## src/rtl/mic_pkg.sv

```systemverilog
// mic_freq_meter shared types and constants.
// Window, scale and width helpers used by top and channels.
package mic_pkg;

  typedef enum logic {
    IDLE,
    COUNT
  } state_e;

  function automatic int bits_for(input int n);
    return (n > 1) ? $clog2(n) : 1;
  endfunction

  function automatic int win_cycles(input int sf, input int wm);
    return int'((longint'(sf) * longint'(wm)) / 1000);
  endfunction

  function automatic int scale_of(input int wm);
    return 1000 / wm;
  endfunction

  // Edge count bound: one accepted edge per holdoff period.
  function automatic int cnt_width(input int wc, input int hold);
    int m;
    m = wc / ((hold > 0) ? hold : 1) + 1;
    return $clog2(m) + 1;
  endfunction

endpackage

```

## src/rtl/mic_edge_chan.sv

```systemverilog
// One mic channel: sync, edge detect, holdoff,
// saturating window count, scaling and moving average.
module mic_edge_chan
  import mic_pkg::*;
#(
  parameter int OUT_W     = 16,
  parameter int AVG_DEPTH = 4,
  parameter int HOLDOFF   = 8,
  parameter int CNT_W     = 8,
  parameter int SCALE     = 100
) (
  input  logic             clk,
  input  logic             reset_n,
  input  logic             sig_in,
  input  logic             run,
  input  logic             term,
  output logic [OUT_W-1:0] freq,
  output logic             ovf
);

  localparam int HW = bits_for(HOLDOFF);
  localparam int SW = bits_for(SCALE + 1);
  localparam int PW = CNT_W + SW + OUT_W;
  localparam int AW = $clog2(AVG_DEPTH);
  localparam int UW = OUT_W + AW;
  localparam int HL = (HOLDOFF > 0) ? HOLDOFF - 1 : 0;
  localparam logic [PW-1:0] MAXV = PW'({OUT_W{1'b1}});

  logic [2:0]       sync_q, sync_d;
  logic [HW-1:0]    hold_q, hold_d;
  logic [CNT_W-1:0] cnt_q, cnt_d;
  logic             wovf_q, wovf_d;
  logic [OUT_W-1:0] freq_q, freq_d;
  logic             ovf_q, ovf_d;
  logic [OUT_W-1:0] hist_q [AVG_DEPTH];
  logic [OUT_W-1:0] hist_d [AVG_DEPTH];
  logic [OUT_W-1:0] hist_n [AVG_DEPTH];

  logic             rise, acc, full, cnt_ovf, sat;
  logic [CNT_W-1:0] cnt_inc;
  logic [PW-1:0]    prod;
  logic [OUT_W-1:0] scaled;
  logic [UW-1:0]    sum_w;

  // Edge accept, count, scale and average datapath.
  always_comb begin
    sync_d  = {sync_q[1:0], sig_in};
    rise    = sync_q[1] & ~sync_q[2];
    acc     = run & rise & (hold_q == '0);
    full    = &cnt_q;
    cnt_ovf = acc & full;
    cnt_inc = cnt_q + CNT_W'(acc & ~full);
    prod    = PW'(cnt_inc) * PW'(SCALE);
    sat     = prod > MAXV;
    scaled  = sat ? {OUT_W{1'b1}} : prod[OUT_W-1:0];
    hist_n[0] = scaled;
    for (int i = 1; i < AVG_DEPTH; i++) hist_n[i] = hist_q[i-1];
    sum_w = '0;
    for (int i = 0; i < AVG_DEPTH; i++) sum_w = sum_w + UW'(hist_n[i]);

    hold_d = hold_q;
    cnt_d  = cnt_q;
    wovf_d = wovf_q;
    freq_d = freq_q;
    ovf_d  = ovf_q;
    hist_d = hist_q;
    if (!run) begin
      hold_d = '0;
      cnt_d  = '0;
      wovf_d = 1'b0;
      for (int i = 0; i < AVG_DEPTH; i++) hist_d[i] = '0;
    end else begin
      if (acc) hold_d = HW'(HL);
      else if (hold_q != '0) hold_d = hold_q - HW'(1);
      if (term) begin
        cnt_d  = '0;
        wovf_d = 1'b0;
        hist_d = hist_n;
        freq_d = OUT_W'(sum_w >> AW);
        ovf_d  = wovf_q | cnt_ovf | sat;
      end else begin
        cnt_d  = cnt_inc;
        wovf_d = wovf_q | cnt_ovf;
      end
    end
  end

  // Channel state registers.
  always_ff @(posedge clk or negedge reset_n) begin
    if (!reset_n) begin
      sync_q <= '0;
      hold_q <= '0;
      cnt_q  <= '0;
      wovf_q <= 1'b0;
      freq_q <= '0;
      ovf_q  <= 1'b0;
      for (int i = 0; i < AVG_DEPTH; i++) hist_q[i] <= '0;
    end else begin
      sync_q <= sync_d;
      hold_q <= hold_d;
      cnt_q  <= cnt_d;
      wovf_q <= wovf_d;
      freq_q <= freq_d;
      ovf_q  <= ovf_d;
      hist_q <= hist_d;
    end
  end

  assign freq = freq_q;
  assign ovf  = ovf_q;

endmodule

```

## src/rtl/mic_freq_meter.sv

```systemverilog
// Multi-channel mic frequency meter.
// Gate-window timer and FSM; per-channel logic in mic_edge_chan.
module mic_freq_meter
  import mic_pkg::*;
#(
  parameter int SYS_FREQ  = 100000,
  parameter int WINDOW_MS = 10,
  parameter int NUM_CH    = 2,
  parameter int OUT_W     = 16,
  parameter int AVG_DEPTH = 4,
  parameter int HOLDOFF   = 8
) (
  input  logic                    clk,
  input  logic                    reset_n,
  input  logic                    en,
  input  logic [NUM_CH-1:0]       signal,
  output logic [NUM_CH*OUT_W-1:0] freq,
  output logic                    freq_valid,
  output logic [NUM_CH-1:0]       overflow
);

  localparam int WC    = win_cycles(SYS_FREQ, WINDOW_MS);
  localparam int TW    = bits_for(WC);
  localparam int SCALE = scale_of(WINDOW_MS);
  localparam int CNT_W = cnt_width(WC, HOLDOFF);

  state_e        state_q, state_d;
  logic [TW-1:0] timer_q, timer_d;
  logic          valid_q, valid_d;
  logic          run, term;

  // Window FSM, timer and publish strobe.
  always_comb begin
    run     = (state_q == COUNT) & en;
    term    = run & (timer_q == TW'(WC - 1));
    state_d = state_q;
    timer_d = '0;
    valid_d = term;
    unique case (state_q)
      IDLE:  if (en) state_d = COUNT;
      COUNT: if (!en) state_d = IDLE;
      default: state_d = IDLE;
    endcase
    if (run && !term) timer_d = timer_q + TW'(1);
  end

  // FSM and timer registers.
  always_ff @(posedge clk or negedge reset_n) begin
    if (!reset_n) begin
      state_q <= IDLE;
      timer_q <= '0;
      valid_q <= 1'b0;
    end else begin
      state_q <= state_d;
      timer_q <= timer_d;
      valid_q <= valid_d;
    end
  end

  assign freq_valid = valid_q;

  for (genvar g = 0; g < NUM_CH; g++) begin : g_ch
    mic_edge_chan #(
      .OUT_W    (OUT_W),
      .AVG_DEPTH(AVG_DEPTH),
      .HOLDOFF  (HOLDOFF),
      .CNT_W    (CNT_W),
      .SCALE    (SCALE)
    ) u_ch (
      .clk    (clk),
      .reset_n(reset_n),
      .sig_in (signal[g]),
      .run    (run),
      .term   (term),
      .freq   (freq[g*OUT_W +: OUT_W]),
      .ovf    (overflow[g])
    );
  end

endmodule
```

## config.mk

```make
export PLATFORM = sky130hd
export DESIGN_NAME = mic_freq_meter
export DESIGN_NICKNAME = d
export VERILOG_FILES = /design/src/rtl/mic_pkg.sv /design/src/rtl/mic_edge_chan.sv /design/src/rtl/mic_freq_meter.sv
export SDC_FILE = /design/constraint.sdc
export NUM_CORES = 1
export LEC_CHECK = 0
export CAP_MARGIN = 30
export CORE_UTILIZATION = 67
export DETAILED_ROUTE_END_ITERATION = 7
export PLACE_DENSITY = 0.87
export SYNTH_ARGS = -nofsm -noshare
export SYNTH_HDL_FRONTEND = slang
export SYNTH_HIERARCHICAL = 1
export SYNTH_SLANG_ARGS = --single-unit
```

## constraint.sdc

```tcl
create_clock -name clk -period 8.58 [get_ports clk]
set_input_delay 2.574 -clock clk [delete_from_list [all_inputs] [get_ports clk]]
set_output_delay 2.574 -clock clk [all_outputs]
set_load 0.05 [all_outputs]
```

==> flow_metrics.env, run 1 <==
export IMPL_fin_tns_setup_ps=0
export IMPL_violations="DRC"
export IMPL_cts_max_path_buffers=2
export IMPL_slew_headroom=0.466
export IMPL_wl_mm=20.6
export IMPL_rsz0062_at_grt="false"
export IMPL_path_depth=25
export IMPL_rows=44
export IMPL_synth_cells=976
export IMPL_min_period_ps=8070
export IMPL_reg2reg_slack_ps=2480
export IMPL_cp_end_kind="register"
export IMPL_numCtsBuffers=17
export IMPL_min_path_type="register to register"
export IMPL_min_path_cells=0
export IMPL_port_buffers=37
export IMPL_synth_common_cells="dfrtp_1 (152), inv_1 (119), ha_1 (93)"
export IMPL_wl_per_cell_um=16.9
export IMPL_cp_slowest_cell="fa_1"
export IMPL_dieWidth_um=126
export IMPL_ys_seq_area_frac=0.372
export IMPL_irDropWorstVdd_v=0.000139
export IMPL_placed_area_um2=10900
export IMPL_yosys_area_top_type_share=0.372
export IMPL_drc=3
export IMPL_cp_startpoint="en"
export IMPL_dr_pass1_iters=7
export IMPL_hold_viol_final=0
export IMPL_ant_nets=0
export IMPL_cp_top_family="adder cells"
export IMPL_syn_avg_cell_area_um2=10.5
export IMPL_syn_nets=1132
export IMPL_finClkSkew_ps=9.49
export IMPL_grt_overflow_total=0
export IMPL_finalCritPeriodShare=0.940
export IMPL_htreeDepth=4
export IMPL_synth_seq_cells=152
export IMPL_num_io_pins=40
export IMPL_antenna_cells=0
export IMPL_fill_cells=913
export IMPL_cts_tree="built"
export IMPL_cp_slowest_stage_delay_ps=520
export IMPL_layout_nets=1180
export IMPL_setup_violations_final=0
export IMPL_synthTopCellsByArea="dfrtp_1 (37%), ha_1 (11%), fa_1 (11%)"
export IMPL_final_cell_area_um2=11500
export IMPL_drive_above_1_share=0.0743
export IMPL_critPathMaxFanout=6
export IMPL_die_area_um2=15800
export IMPL_worstPathRequired_ps=8880
export IMPL_synth_area_um2=10200
export IMPL_tightestPinTransition_ps=801
export IMPL_gp_congestion=0.887
export IMPL_reg2regPathDepth=25
export IMPL_synth_edf_count=0
export IMPL_outcome="complete, but fails checks"
export IMPL_antenna_found_initial=0
export IMPL_vias_per_cell=5.81
export IMPL_cts_resized=0
export IMPL_arrival_ps=8370
export IMPL_grt_first_pass_wirelength_mm=35.3
export IMPL_p_total_uw=1540
export IMPL_dr_first_iter_drc_count=480
export IMPL_crit_buf_inv=6
export IMPL_clock_sinks=152
export IMPL_async_flop_share=1.00
export IMPL_dieHeight_um=126
export IMPL_post_cts_buffers=0
export IMPL_grt_pass1_vias=7488
export IMPL_maxCapViolCount=0
export IMPL_ctsRootBufferMaster="clkbuf_16"
export IMPL_power_density_nw_per_um2=134
export IMPL_ys_flop_type="dfrtp_1"
export IMPL_post_synth_top_count_cell="dfrtp_1"
export IMPL_design_core_area_um2=14700
export IMPL_grt_start_max_net_pins=87
export IMPL_crit_path_start_kind="primary input"
export IMPL_cp_common_cell="ha_1"
export IMPL_clkSlewWorstSetupHoldPaths_ps=60
export IMPL_initial_core_util=0.696
export IMPL_grt_util_all_layers=0.284
export IMPL_syn_to_final_growth_pct=12.4
export IMPL_worstSkewPairLatency_ps=430
export IMPL_cts_hold_buffers=0
export IMPL_hold_start="g_ch[0].u_ch/sync_q[0]$_DFF_PN0_"
export IMPL_place_hpwl_mm=14.5
export IMPL_reg2reg_from="g_ch[1].u_ch/hold_q[0]$_DFFE_PN0P_"
export IMPL_seqCellArea_um2=3800
export IMPL_slew_viol_final=0
export IMPL_p_leak_uw=0.00570
export IMPL_vias=7091
export IMPL_path_class="primary input to register"
export IMPL_multi_input_area_um2=5850
export IMPL_fmax_ghz=0.124
export IMPL_synth_cell_type_count=74
export IMPL_synth_area_leader_cell="dfrtp_1"
export IMPL_yosys_warnings=6
## sequential cells by signal (all words and copies together), names as in the netlist
name,count
g_ch.u_ch/cnt_q,16
state_q,1
timer_q,10
freq_valid,1
g_ch.u_ch/sync_q,6
g_ch.u_ch/ovf,2
g_ch.u_ch/freq,30
g_ch.u_ch/wovf_q,2
g_ch.u_ch/hold_q,6
g_ch.u_ch/hist_n,78
## worst reg2reg max path: stages, from the launching register on
cell and delay (ps):
dfrtp_1 360, inv_1 110, ha_1 180, nor2b_1 250
nand3_1 130, nor2_1 190, ha_1 230, buf_4 150
xnor2_1 210, inv_1 130, ha_1 200, ha_1 270
inv_1 50, fa_1 520, inv_1 40, ha_1 360
a21oi_1 330, o21bai_1 140, xor2_1 290, fa_1 480
ha_1 390, a21o_1 200, o2bb2ai_1 160, o311ai_0 350
o41a_1 230, o21ai_2 50
## cell usage in the layout, fill, tap and decap left out, types with 6 or more instances in the layout
cell	instances
nor3_1	6
mux2_2	6
o211ai_1	12
xnor2_1	24
clkdlybuf4s50_1	36
dfrtp_1	152
nor2b_1	73
o211a_1	10
clkbuf_16	17
fa_1	58
xor2_1	27
nand2b_1	9
a21o_1	10
a21oi_1	31
buf_4	22
nand3_1	19
ha_1	93
o21ai_0	30
and2_1	6
nand2_1	69
a211oi_1	6
inv_1	118
mux2i_1	64
nor2_1	41
nand4_1	7
clkbuf_8	6
## stage by stage
stage                      util  cells  hold WS (ps)  setup WS [ps]
after global routing      0.782   1221           354            163
after detailed placement  0.741   1189           339            192
after floorplan               -    976           331            471
final                     0.782   1221           349            514
after global placement    0.739   1188           332            374
after CTS                 0.782   1221           353            604
## logic make-up after synthesis
group / count (synthesis) / share of synthesized area
DFF: 152 / 0.372
muxes: 70 / 0.0692
xor gates and xnor gates: 51 / 0.0437
and+or+nand+nor: 256 / 0.133
adders and majority gates: 151 / 0.227
AOI/OAI and AO/OA: 144 / 0.0976
buffers and inverters: 150 / 0.0570
other: 2 / 0.000734
## where the power goes
group	internal [uW]	switching [uW]	leakage [uW]	total, uW
registers	721	2.55	0.00210	724
clock network	473	286	0.000303	759
logic	17.7	37.7	0.00329	55.5
total	1210	326	0.00570	1540
## final cells by class
| class | count | share of cell area |
|---|---|---|
| Timing Repair Buffer | 60 | 0.0491 |
| Clock inverter | 7 | 0.00773 |
| Tap cell | 184 | 0.0200 |
| Inverter | 119 | 0.0389 |
| Multi-Input combinational cell | 674 | 0.509 |
| Clock buffer | 25 | 0.0448 |
| Sequential cell | 152 | 0.331 |
## path summary, 6_finish.rpt
kind                                                     endpoint
worst min register to register   g_ch[0].u_ch/sync_q[1]$_DFF_PN0_
worst max register to register  g_ch[1].u_ch/freq[11]$_DFFE_PN0P_
worst max-delay path            g_ch[1].u_ch/freq[11]$_DFFE_PN0P_
min in group asynchronous                    timer_q[5]$_DFF_PN0_
worst min-delay path             g_ch[0].u_ch/sync_q[1]$_DFF_PN0_
max in group asynchronous        g_ch[0].u_ch/sync_q[1]$_DFF_PN0_
## routing by layer
layer / up-vias / global-route usage / part of all wire
met5: - / 0 / 0
met4: 0 / 0.110 / 0.025
met3: 48 / 0.0569 / 0.037
met2: 178 / 0.488 / 0.51
met1: 3501 / 0.355 / 0.43
li1: 3364 / - / -
Power figures use the tool's default switching activity.
==> run 2, diff against run 1 <==
Settings changed: CORE_UTILIZATION 67 to 45, PLACE_DENSITY 0.87 to unset.
==> run 2 against run 1 <==
Flip-flop and latch count is the same. The run still ends with DRC left. Largest power group is now sequential cells. Highest routed layer unchanged. Clock-buffer cell count fell by 4. Cell count is 8.0% higher.
==> flow_metrics.env, run 2 (synthesized netlist as in run 1, its figures left out) <==
export IMPL_grt_pass1_vias=6741
export IMPL_pwr_share_clk=0.468
export IMPL_clock_sinks=152
export IMPL_hold_slack_ps=348
export IMPL_arrival_ps=8160
export IMPL_clkSlewWorstSetupHoldPaths_ps=60
export IMPL_dp_slack_ps=282
export IMPL_setup_violations_final=0
export IMPL_cts_hold_buffers=0
export IMPL_outcome="complete, but fails checks"
export IMPL_utilization=0.525
export IMPL_cts_resized=0
export IMPL_reg2reg_from="g_ch[1].u_ch/hold_q[0]$_DFFE_PN0P_"
export IMPL_dr_first_iter_drc_count=316
export IMPL_fill_cells=2007
export IMPL_tightestPinTransition_ps=877
export IMPL_p_seq_frac=0.493
export IMPL_min_path_type="register to register"
export IMPL_vias=6704
export IMPL_maxCapViolCount=0
export IMPL_largest_reg_flops=78
export IMPL_post_cts_buffers=0
export IMPL_antenna_found_initial=0
export IMPL_drc=2
export IMPL_layout_nets=1182
export IMPL_reg2reg_slack_ps=2620
export IMPL_place_hpwl_mm=14.2
export IMPL_multi_input_area_um2=5850
export IMPL_p_leak_uw=0.00566
export IMPL_worstPathRequired_ps=8880
export IMPL_antenna_cells=0
export IMPL_cp_startpoint="en"
export IMPL_cts_max_path_buffers=2
export IMPL_dieHeight_um=153
export IMPL_ant_nets=0
export IMPL_ctsRootBufferMaster="clkbuf_16"
export IMPL_grt_start_max_net_pins=85
export IMPL_grt_first_pass_wirelength_mm=33.4
export IMPL_cts_tree="built"
export IMPL_port_buffers=37
export IMPL_syn_to_final_growth_pct=13.0
export IMPL_combinationalPowerShare=0.038
export IMPL_finClkSkew_ps=11.3
export IMPL_final_cell_mix="dfrtp_1 (152), inv_1 (118), ha_1 (93), nor2b_1 (73), nand2_1 (69)"
export IMPL_min_path_cells=0
export IMPL_slew_headroom=0.415
export IMPL_rsz0062_at_grt="false"
export IMPL_crit_end="g_ch[1].u_ch/freq[12]$_DFFE_PN0P_"
export IMPL_min_period_ps=7850
export IMPL_hold_viol_final=0
export IMPL_worstSkewPairLatency_ps=420
export IMPL_p_int_uw=1120
export IMPL_rows=54
export IMPL_power_switching_uw=344
export IMPL_die_area_um2=23300
export IMPL_dr_pass1_iters=8
export IMPL_wl_mm=19.3
export IMPL_vias_per_cell=5.08
export IMPL_grt_util_all_layers=0.179
export IMPL_cp_end_kind="register"
export IMPL_path_class="primary input to register"
export IMPL_num_io_pins=40
export IMPL_power_density_nw_per_um2=127
export IMPL_design_core_area_um2=22000
export IMPL_reg2regPathDepth=28
export IMPL_finalCritPeriodShare=0.915
export IMPL_wl_per_cell_um=14.6
export IMPL_p_sw_frac=0.234
export IMPL_fin_tns_setup_ps=0
export IMPL_grt_overflow_total=0
export IMPL_slew_viol_final=0
export IMPL_fmax_ghz=0.127
export IMPL_htreeDepth=4
export IMPL_numCtsBuffers=17
export IMPL_initial_core_util=0.464
export IMPL_r2r_end="g_ch[1].u_ch/freq[12]$_DFFE_PN0P_"
export IMPL_crit_path_start_kind="primary input"
export IMPL_seqCellArea_um2=3800
export IMPL_critPathMaxFanout=7
export IMPL_violations="DRC"
export IMPL_mostFrequentLayoutCell="dfrtp_1"
export IMPL_irDropWorstVdd_v=0.000120
export IMPL_dieWidth_um=153
export IMPL_layout_setup_ws_ps=728
export IMPL_drive_above_1_share=0.0760
export IMPL_gp_congestion=0.819
## run 2: area by class of cell
cell class              count  share of cell area
multi-input cells         674               0.506
clock inverters            11             0.00638
flip-flops and latches    152               0.329
clock buffers              21              0.0398
repair buffers             62              0.0501
well taps                 280              0.0303
inverters                 119              0.0386
## run 2: per-stage QoR
step / std cells / instance area, um2 / total power (uW)
after CTS: 1319 / 11600 / 1490
after detailed placement: 1287 / 11000 / 795
after global routing: 1319 / 11600 / 1530
after floorplan: 976 / 10200 / 768
after global placement: 1286 / 11000 / 795
final: 1319 / 11600 / 1470
## run 2: layer usage
layer | GRT usage | wire length (um) | part of all wire
met1 | 0.245 | 9570 | 0.50
met2 | 0.292 | 9220 | 0.48
met3 | 0.0290 | 309 | 0.016
met4 | 0.0495 | 199 | 0.010
met5 | 0 | 0 | 0
## run 2: critical path, stage by stage
cell,delay (ps)
clkdlybuf4s50_1,480
nand2_1,90
inv_2,110
nand3_1,150
nor2_1,190
ha_1,180
nand3_1,90
xor2_1,180
inv_1,80
ha_1,290
ha_1,280
inv_1,50
fa_1,530
inv_1,40
ha_1,350
a21o_1,200
nand2_1,70
nand4b_1,120
and3_1,190
or2_2,300
fa_1,480
inv_1,40
ha_1,360
nand2_1,90
o21ai_0,100
a311oi_2,310
xor2_1,170
o21ai_1,70
## run 2: how the worst min path moves through the flow
stage / start / endpoint / slack, ps
3_5_place_dp: g_ch[1].u_ch/sync_q[0]$_DFF_PN0_ / g_ch[1].u_ch/sync_q[1]$_DFF_PN0_ / 340
3_3_place_gp: g_ch[0].u_ch/sync_q[0]$_DFF_PN0_ / g_ch[0].u_ch/sync_q[1]$_DFF_PN0_ / 340
4_1_cts: g_ch[1].u_ch/sync_q[0]$_DFF_PN0_ / g_ch[1].u_ch/sync_q[1]$_DFF_PN0_ / 350
5_1_grt: g_ch[1].u_ch/sync_q[0]$_DFF_PN0_ / g_ch[1].u_ch/sync_q[1]$_DFF_PN0_ / 370
2_1_floorplan: g_ch[0].u_ch/sync_q[0]$_DFF_PN0_ / g_ch[0].u_ch/sync_q[1]$_DFF_PN0_ / 330
6_report: g_ch[0].u_ch/sync_q[0]$_DFF_PN0_ / g_ch[0].u_ch/sync_q[1]$_DFF_PN0_ / 350
## run 2: power groups by stage
| stage | clock network (uW) | logic, uW | registers [uW] |
|---|---|---|---|
| after floorplan | 0 | 31.8 | 737 |
| after global placement | 0 | 58.3 | 737 |
| after detailed placement | 0 | 58.3 | 737 |
| after CTS | 712 | 58.5 | 723 |
| after global routing | 744 | 65.2 | 724 |
| final | 687 | 56.2 | 724 |
